--- src/rtl/cmd_rx_decoder_if.sv ---
// ----------------------------------------------------------------------------
// cmd_rx_decoder_if
//   Output stream of the serial command receiver: one decoded 16-bit word per
//   valid/ready handshake.
//
//   Signals
//     out_data   16  decoded word (FIFO head), driven by the receiver
//     out_valid   1  receiver holds at least one word
//     out_ready   1  consumer accepts out_data when out_valid & out_ready
//
//   Modports
//     master  the receiver (drives data/valid, samples ready)
//     slave   the consumer (samples data/valid, drives ready)
// ----------------------------------------------------------------------------
interface cmd_rx_decoder_if;
    logic [15:0] out_data;
    logic        out_valid;
    logic        out_ready;

    modport master (output out_data, output out_valid, input out_ready);
    modport slave  (input out_data, input out_valid, output out_ready);
endinterface

--- src/rtl/cmd_rx_decoder.sv ---
// ----------------------------------------------------------------------------
// cmd_rx_decoder
//   Receiving end of the serial command link. Bit-aligns to a 16-bit sync
//   pattern, frames the MSB-first bit stream into 16-bit words, discards sync
//   and stuck (all-0 / all-1) words and buffers every other word in a
//   first-word-fall-through FIFO with registered valid/ready outputs.
//
//   Ports
//     cmd_clk     in   1   command clock, one bit per cycle
//     cmd_rst_n   in   1   asynchronous active-low reset
//     cmd_in      in   1   serial bit, MSB first
//     cmd_in_en   in   1   bit qualifier; nothing advances while low
//     out_if      master  decoded word stream (out_data/out_valid/out_ready)
//     locked      out  1   word alignment established
//     overflow    out  1   sticky; a word was dropped on a full FIFO
//     clr_ovf     in   1   one-cycle pulse clearing overflow (a new drop wins)
//
//   Optional feature macro: CMD_RX_STATS_EN
//     Adds sync_words (16) and bad_words (8): saturating counts of sync and
//     stuck words discarded while locked, cleared by reset or clr_ovf.
// ----------------------------------------------------------------------------
module cmd_rx_decoder #(
    parameter logic [15:0] SYNC_PATTERN = 16'h817E,
    parameter int          LOCK_CNT     = 4,   // 1..15
    parameter int          LOSS_CNT     = 2,   // 1..15
    parameter int          FIFO_DEPTH   = 8    // power of two, >= 2
) (
    input  logic              cmd_clk,
    input  logic              cmd_rst_n,
    input  logic              cmd_in,
    input  logic              cmd_in_en,
    cmd_rx_decoder_if.master  out_if,
    output logic              locked,
    output logic              overflow,
    input  logic              clr_ovf
`ifdef CMD_RX_STATS_EN
    ,
    output logic [15:0]       sync_words,
    output logic [7:0]        bad_words
`endif
);

    localparam int         AW         = $clog2(FIFO_DEPTH);
    localparam logic [3:0] LOCK_CNT_W = 4'(LOCK_CNT);
    localparam logic [3:0] LOSS_CNT_W = 4'(LOSS_CNT);

    typedef enum logic [1:0] {
        ST_UNLOCKED,
        ST_LOCKING,
        ST_LOCKED
    } state_t;

    state_t      state_q, state_d;
    logic [15:0] sr_q, sr_d;
    logic [3:0]  bit_cnt_q, bit_cnt_d;
    logic [3:0]  sync_cnt_q, sync_cnt_d;
    logic [3:0]  bad_cnt_q, bad_cnt_d;
    logic        boundary, is_sync, is_stuck;
    logic        push, sync_disc, bad_disc;

    // ------------------------------------------------------------------
    // Alignment FSM: decisions are taken on the shift register value that
    // the current bit produces, so a word is classified in the same cycle
    // its last bit arrives.
    // ------------------------------------------------------------------
    always_comb begin
        // NOTE: every output of this block gets a default first so that no
        // path through the case statement leaves a latch behind.
        sr_d       = {sr_q[14:0], cmd_in};
        state_d    = state_q;
        bit_cnt_d  = bit_cnt_q;
        sync_cnt_d = sync_cnt_q;
        bad_cnt_d  = bad_cnt_q;
        push       = 1'b0;
        sync_disc  = 1'b0;
        bad_disc   = 1'b0;
        is_sync    = (sr_d == SYNC_PATTERN);
        is_stuck   = (sr_d == 16'h0000) || (sr_d == 16'hFFFF);
        boundary   = cmd_in_en && (bit_cnt_q == 4'd15);

        if (cmd_in_en) begin
            bit_cnt_d = bit_cnt_q + 4'd1;
            unique case (state_q)
                ST_UNLOCKED: begin
                    // Hunt on every bit; a match defines the word boundary.
                    if (is_sync) begin
                        bit_cnt_d  = 4'd0;
                        sync_cnt_d = 4'd1;
                        bad_cnt_d  = 4'd0;
                        state_d    = (LOCK_CNT == 1) ? ST_LOCKED : ST_LOCKING;
                    end
                end
                ST_LOCKING: begin
                    if (boundary) begin
                        if (is_sync) begin
                            sync_cnt_d = sync_cnt_q + 4'd1;
                            if (sync_cnt_d == LOCK_CNT_W) begin
                                state_d   = ST_LOCKED;
                                bad_cnt_d = 4'd0;
                            end
                        end else begin
                            state_d    = ST_UNLOCKED;
                            sync_cnt_d = 4'd0;
                        end
                    end
                end
                ST_LOCKED: begin
                    // Off-boundary sync patterns are ignored: no realignment.
                    if (boundary) begin
                        if (is_sync) begin
                            sync_disc = 1'b1;
                            bad_cnt_d = 4'd0;
                        end else if (is_stuck) begin
                            bad_disc  = 1'b1;
                            bad_cnt_d = bad_cnt_q + 4'd1;
                            if (bad_cnt_d == LOSS_CNT_W) begin
                                state_d    = ST_UNLOCKED;
                                bad_cnt_d  = 4'd0;
                                sync_cnt_d = 4'd0;
                            end
                        end else begin
                            push      = 1'b1;
                            bad_cnt_d = 4'd0;
                        end
                    end
                end
                default: state_d = ST_UNLOCKED;
            endcase
        end
    end

    always_ff @(posedge cmd_clk or negedge cmd_rst_n) begin
        // NOTE: state registers use non-blocking assignments so every flop
        // samples the pre-edge values regardless of statement order.
        if (!cmd_rst_n) begin
            state_q    <= ST_UNLOCKED;
            sr_q       <= '0;
            bit_cnt_q  <= '0;
            sync_cnt_q <= '0;
            bad_cnt_q  <= '0;
        end else if (cmd_in_en) begin
            state_q    <= state_d;
            sr_q       <= sr_d;
            bit_cnt_q  <= bit_cnt_d;
            sync_cnt_q <= sync_cnt_d;
            bad_cnt_q  <= bad_cnt_d;
        end
    end

    assign locked = (state_q == ST_LOCKED);

    // ------------------------------------------------------------------
    // Output FIFO: pointers carry one extra wrap bit; out_data/out_valid
    // are registers loaded with the next head, so a word written into an
    // empty FIFO appears one cycle after its boundary.
    // ------------------------------------------------------------------
    logic [15:0] mem [FIFO_DEPTH];
    logic [AW:0] wr_ptr_q, rd_ptr_q, wr_ptr_d, rd_ptr_d;
    logic        full, pop, push_ok, drop;
    logic [15:0] head_d;

    always_comb begin
        full     = (wr_ptr_q[AW] != rd_ptr_q[AW]) &&
                   (wr_ptr_q[AW-1:0] == rd_ptr_q[AW-1:0]);
        pop      = out_if.out_valid && out_if.out_ready;
        // A pop on a full FIFO frees the slot being written this cycle.
        push_ok  = push && (!full || pop);
        drop     = push && full && !pop;
        wr_ptr_d = wr_ptr_q + {{AW{1'b0}}, push_ok};
        rd_ptr_d = rd_ptr_q + {{AW{1'b0}}, pop};
        head_d   = (push_ok && (rd_ptr_d == wr_ptr_q)) ? sr_d
                                                       : mem[rd_ptr_d[AW-1:0]];
    end

    // NOTE: the storage array has no reset; out_valid gates every read, so
    // stale contents are never observable and the array maps to plain RAM.
    always_ff @(posedge cmd_clk) begin
        if (push_ok) mem[wr_ptr_q[AW-1:0]] <= sr_d;
    end

    always_ff @(posedge cmd_clk or negedge cmd_rst_n) begin
        if (!cmd_rst_n) begin
            wr_ptr_q         <= '0;
            rd_ptr_q         <= '0;
            out_if.out_valid <= 1'b0;
            out_if.out_data  <= '0;
            overflow         <= 1'b0;
        end else begin
            wr_ptr_q         <= wr_ptr_d;
            rd_ptr_q         <= rd_ptr_d;
            out_if.out_valid <= (wr_ptr_d != rd_ptr_d);
            out_if.out_data  <= head_d;
            if (drop)         overflow <= 1'b1;
            else if (clr_ovf) overflow <= 1'b0;
        end
    end

`ifdef CMD_RX_STATS_EN
    always_ff @(posedge cmd_clk or negedge cmd_rst_n) begin
        if (!cmd_rst_n) begin
            sync_words <= '0;
            bad_words  <= '0;
        end else if (clr_ovf) begin
            sync_words <= '0;
            bad_words  <= '0;
        end else begin
            if (sync_disc && (sync_words != 16'hFFFF)) sync_words <= sync_words + 16'd1;
            if (bad_disc  && (bad_words  != 8'hFF))    bad_words  <= bad_words + 8'd1;
        end
    end
`else
    logic unused_stats;
    assign unused_stats = sync_disc ^ bad_disc;
`endif

endmodule

--- src/flat_wrapper.sv ---
// flat-port wrapper written by rule: the top's interface ports become plain ports
module cmd_rx_decoder_flat 
#(
    parameter logic [15:0] SYNC_PATTERN = 16'h817E,
    parameter int          LOCK_CNT     = 4,           
    parameter int          LOSS_CNT     = 2,           
    parameter int          FIFO_DEPTH   = 8                         
)
  (cmd_clk, cmd_rst_n, cmd_in, cmd_in_en, locked, overflow, clr_ovf, out_if_out_data, out_if_out_valid, out_if_out_ready);
  cmd_rx_decoder_if out_if_i ();
  input  logic cmd_clk;
  input  logic cmd_rst_n;
  input  logic cmd_in;
  input  logic cmd_in_en;
  output logic locked;
  output logic overflow;
  input  logic clr_ovf;
  output wire logic [$bits(out_if_i.out_data)-1:0] out_if_out_data;
  output wire logic [$bits(out_if_i.out_valid)-1:0] out_if_out_valid;
  input wire logic [$bits(out_if_i.out_ready)-1:0] out_if_out_ready;
  assign out_if_out_data = out_if_i.out_data;
  assign out_if_out_valid = out_if_i.out_valid;
  assign out_if_i.out_ready = out_if_out_ready;
  cmd_rx_decoder #(.SYNC_PATTERN(SYNC_PATTERN), .LOCK_CNT(LOCK_CNT), .LOSS_CNT(LOSS_CNT), .FIFO_DEPTH(FIFO_DEPTH)) u_core (.cmd_clk(cmd_clk), .cmd_rst_n(cmd_rst_n), .cmd_in(cmd_in), .cmd_in_en(cmd_in_en), .out_if(out_if_i), .locked(locked), .overflow(overflow), .clr_ovf(clr_ovf));
endmodule
--- config.mk ---
export PLATFORM = sky130hd
export DESIGN_NAME = cmd_rx_decoder_flat
export DESIGN_NICKNAME = d
export VERILOG_FILES = /design/src/rtl/cmd_rx_decoder_if.sv /design/src/rtl/cmd_rx_decoder.sv /design/src/flat_wrapper.sv
export SDC_FILE = /design/constraint.sdc
export NUM_CORES = 1
export LEC_CHECK = 0
export BUFFER_PORTS_ARGS = -buffer_cell sky130_fd_sc_hd__buf_4
export CAP_MARGIN = 40
export CORE_MARGIN = 2
export CORE_UTILIZATION = 23
export CTS_BUF_LIST = sky130_fd_sc_hd__clkbuf_2
export CTS_CLUSTER_SIZE = 40
export DETAILED_ROUTE_END_ITERATION = 12
export SLEW_MARGIN = 40
export SYNTH_ARGS = -nofsm -noshare
export SYNTH_HDL_FRONTEND = slang
export SYNTH_SLANG_ARGS = --single-unit
--- constraint.sdc ---
create_clock -name cmd_clk -period 4.6 [get_ports cmd_clk]
set_clock_uncertainty 0.1 [all_clocks]
set_input_delay 0.69 -clock cmd_clk [delete_from_list [all_inputs] [get_ports cmd_clk]]
set_output_delay 0.69 -clock cmd_clk [all_outputs]
set_load 0.01 [all_outputs]
==> results.toml <==
[run_status]
status = "complete, no violations"

[timing]
slew_viol_final = 0
slew-limit-headroom = 0.560
finalCriticalPeriod_ps = 3750
timing.fmax_mhz = 266
setup_viol = 0
rsz0062_at_grt = "false"
timing.setup.tns_ps = 0
worst_pin_slew_ps = 651
hold_viol = 0
hold_slack_ps = 108
setup_slack_ps = 846
period_share = 0.816

[cts]
cts_hold_buf = 2
path_clk_slew_ps = 260
cts_buffers = 17
h-tree-depth = 4
clock-sinks = 183
cts_setup_buffers = 0
cts_max_path_buffers = 2
clk_latency_ps = 730
clockRootBuffer = "clkbuf_2"
cts_tree = "done"
post_cts_resized = 0

[synth]
synth.distinct_cells = 56
ys_async_sr_fraction = 0.301
yosysSeqAreaShare = 0.679
avgSynthCellArea_um2 = 18.0
synth_top_flop_cell = "edfxtp_1"
ys_ff_latch = 183
synth-edff-count = 128
yosys_warnings = 0
syn_nets = 448
netlist_area_um2 = 7680
syn_inst = 428

[critical_path]
cp.arrival_ps = 4250
timing.rr.end = "u_core.out_if.out_valid"
regToRegSetupSlack_ps = 850
critPathCaptureType = "flip-flop"
crit_path_start_kind = "flip-flop"
cp.required_ps = 5100
r2r.worst_path.cells = 10
crit_type = "reg2reg"
worstPathMaxFanout = 13
r2r_start = "u_core.sr_q[10]"

[floorplan]
die_area_um2 = 34900
die_h_um = 187
core_area_um2 = 32700
start_util = 0.235
io_pins = 25
die_x_um = 187
num_rows = 66

[final_layout]
layout_common_cells = "edfxtp_1 (128), dfrtp_1 (55), mux2_2 (39), buf_4 (36), mux4_2 (32)"
synthToLayoutAreaGrowth_pct = 13.6
design_area_um2 = 8730
nNetsFinal = 491
final_common_cell = "edfxtp_1"
diodes = 0
final_layout_size_suffix_gt1_frac = 0.351

[flow_run]
drv_cap = 0

[placed_design]
pre_cts_ws_ps = 647
gp_congestion = 0.707
placed_cell_area_um2 = 8490
io_buffers = 24
place.detailed.hpwl_um = 9040

[power_and_ir_drop]
p_comb_frac = 0.110
p_leak_nw = 3.02
p_int_mw = 2.38
power-per-cell-area_nw_per_um2 = 382
clkPwrFrac = 0.230
power_frac_seq = 0.660
switching_share = 0.288
peakVddDrop_mv = 0.150
p_switching_mw = 0.962

[routing]
vias_per_cell = 4.18
routedWlPerCell_um = 16.6
first_pass_iters = 5
ant_nets = 0
drt_wl_total_um = 15400
first_iter_violations = 343
via_count = 3872
drc = 0

[min_path]
hp-class = "in2reg"
hold_depth = 1
whs_endpoint = "u_core.mem[1][0]"
hp-start = "cmd_in"

[grt]
grt_pass1_wl_um = 23700
overflow = 0
track_usage = 0.0904
grt_pass1_vias = 3896
grt_max_degree = 56
antenna_found_initial = 0
[cell type report]
class | instances | area, um2
Clock buffer | 20 | 100
Clock inverter | 12 | 119
Fill cell | 3330 | 24000
Inverter | 13 | 48.8
Multi-Input combinational cell | 217 | 2390
Sequential cell | 183 | 5220
Tap cell | 442 | 553
Timing Repair Buffer | 39 | 302
[synth_stat cells, types with 4 or more instances]
cell	number	share of area
mux2_4	10	0.020
xnor2_1	9	0.010
dfrtp_1	55	0.18
nor3_1	7	0.0046
mux2_2	39	0.057
nand4_1	5	0.0041
buf_1	4	0.0020
clkbuf_1	10	0.0049
mux4_2	32	0.094
nand3_1	11	0.0072
a31oi_1	5	0.0041
nor2_1	12	0.0059
ha_1	14	0.023
xor2_1	7	0.0080
inv_1	13	0.0064
edfxtp_1	128	0.50
nand2_1	9	0.0044
o21ai_0	4	0.0026
[critical path: stages (launching register included)]
cell	delay [ps]
dfrtp_1	580
or4_4	630
nor4_4	550
nor2_1	150
nand3b_1	270
inv_1	80
ha_1	220
ha_1	200
xor2_1	160
xor2_1	160
or4_1	520
[power groups by stage]
stage          clock network [mW]  logic (mW)  registers (mW)
2_1_floorplan                   0       0.290            2.15
3_3_place_gp                    0       0.358            2.23
3_5_place_dp                    0       0.365            2.24
4_1_cts                     0.799       0.367            2.21
5_1_grt                     0.865       0.412            2.24
6_report                    0.769       0.366            2.20
[cell families (layout without fill, tap and decap cells)]
kind of cell	after synthesis	in the layout	synth area share
AO/OA/AOI/OAI	30	30	0.0290
AND/OR/NAND/NOR	72	72	0.0583
multiplexers	84	84	0.175
adder cells (fa/ha/maj)	14	14	0.0228
buffers and inverters	28	84	0.0147
XOR/XNOR	17	17	0.0213
flip-flops	183	183	0.679
[per-layer routing]
metal  vias up  GRT usage  share of wire
met2        81      0.144           0.48
li1       1776          -              -
met3         8     0.0250          0.052
met5         -          0              0
met4         0     0.0192         0.0057
met1      2007      0.123           0.46
[state kept, by name, indices dropped and copies added (netlist names)]
signal                   flops
u_core.out_if.out_data      16
u_core.mem                 128
u_core.overflow              1
u_core.bit_cnt_q             4
u_core.bad_cnt_q             4
u_core.state_q               2
u_core.sr_q                 15
u_core.sync_cnt_q            4
u_core.out_if.out_valid      1
u_core.wr_ptr_q              4
u_core.rd_ptr_q              4
[how the worst max path moves through the flow]
stage                            startpoint                 endpoint  cells past startpoint
after CTS                   u_core.sr_q[10]  u_core.out_if.out_valid                     10
after global routing        u_core.sr_q[10]  u_core.out_if.out_valid                     10
after detailed placement             cmd_in  u_core.out_if.out_valid                     11
after global placement               cmd_in  u_core.out_if.out_valid                     11
final                       u_core.sr_q[10]  u_core.out_if.out_valid                     10
after floorplan           u_core.state_q[0]         u_core.mem[0][0]                      6
[stage by stage]
stage          power [mW]   util  cells
3_3_place_gp         2.59  0.260    892
6_report             3.34  0.267    926
5_1_grt              3.51  0.267    926
3_5_place_dp         2.61  0.260    892
4_1_cts              3.37  0.267    926
2_1_floorplan        2.44      -    428
Note: power is estimated with default switching activity, not from simulation.
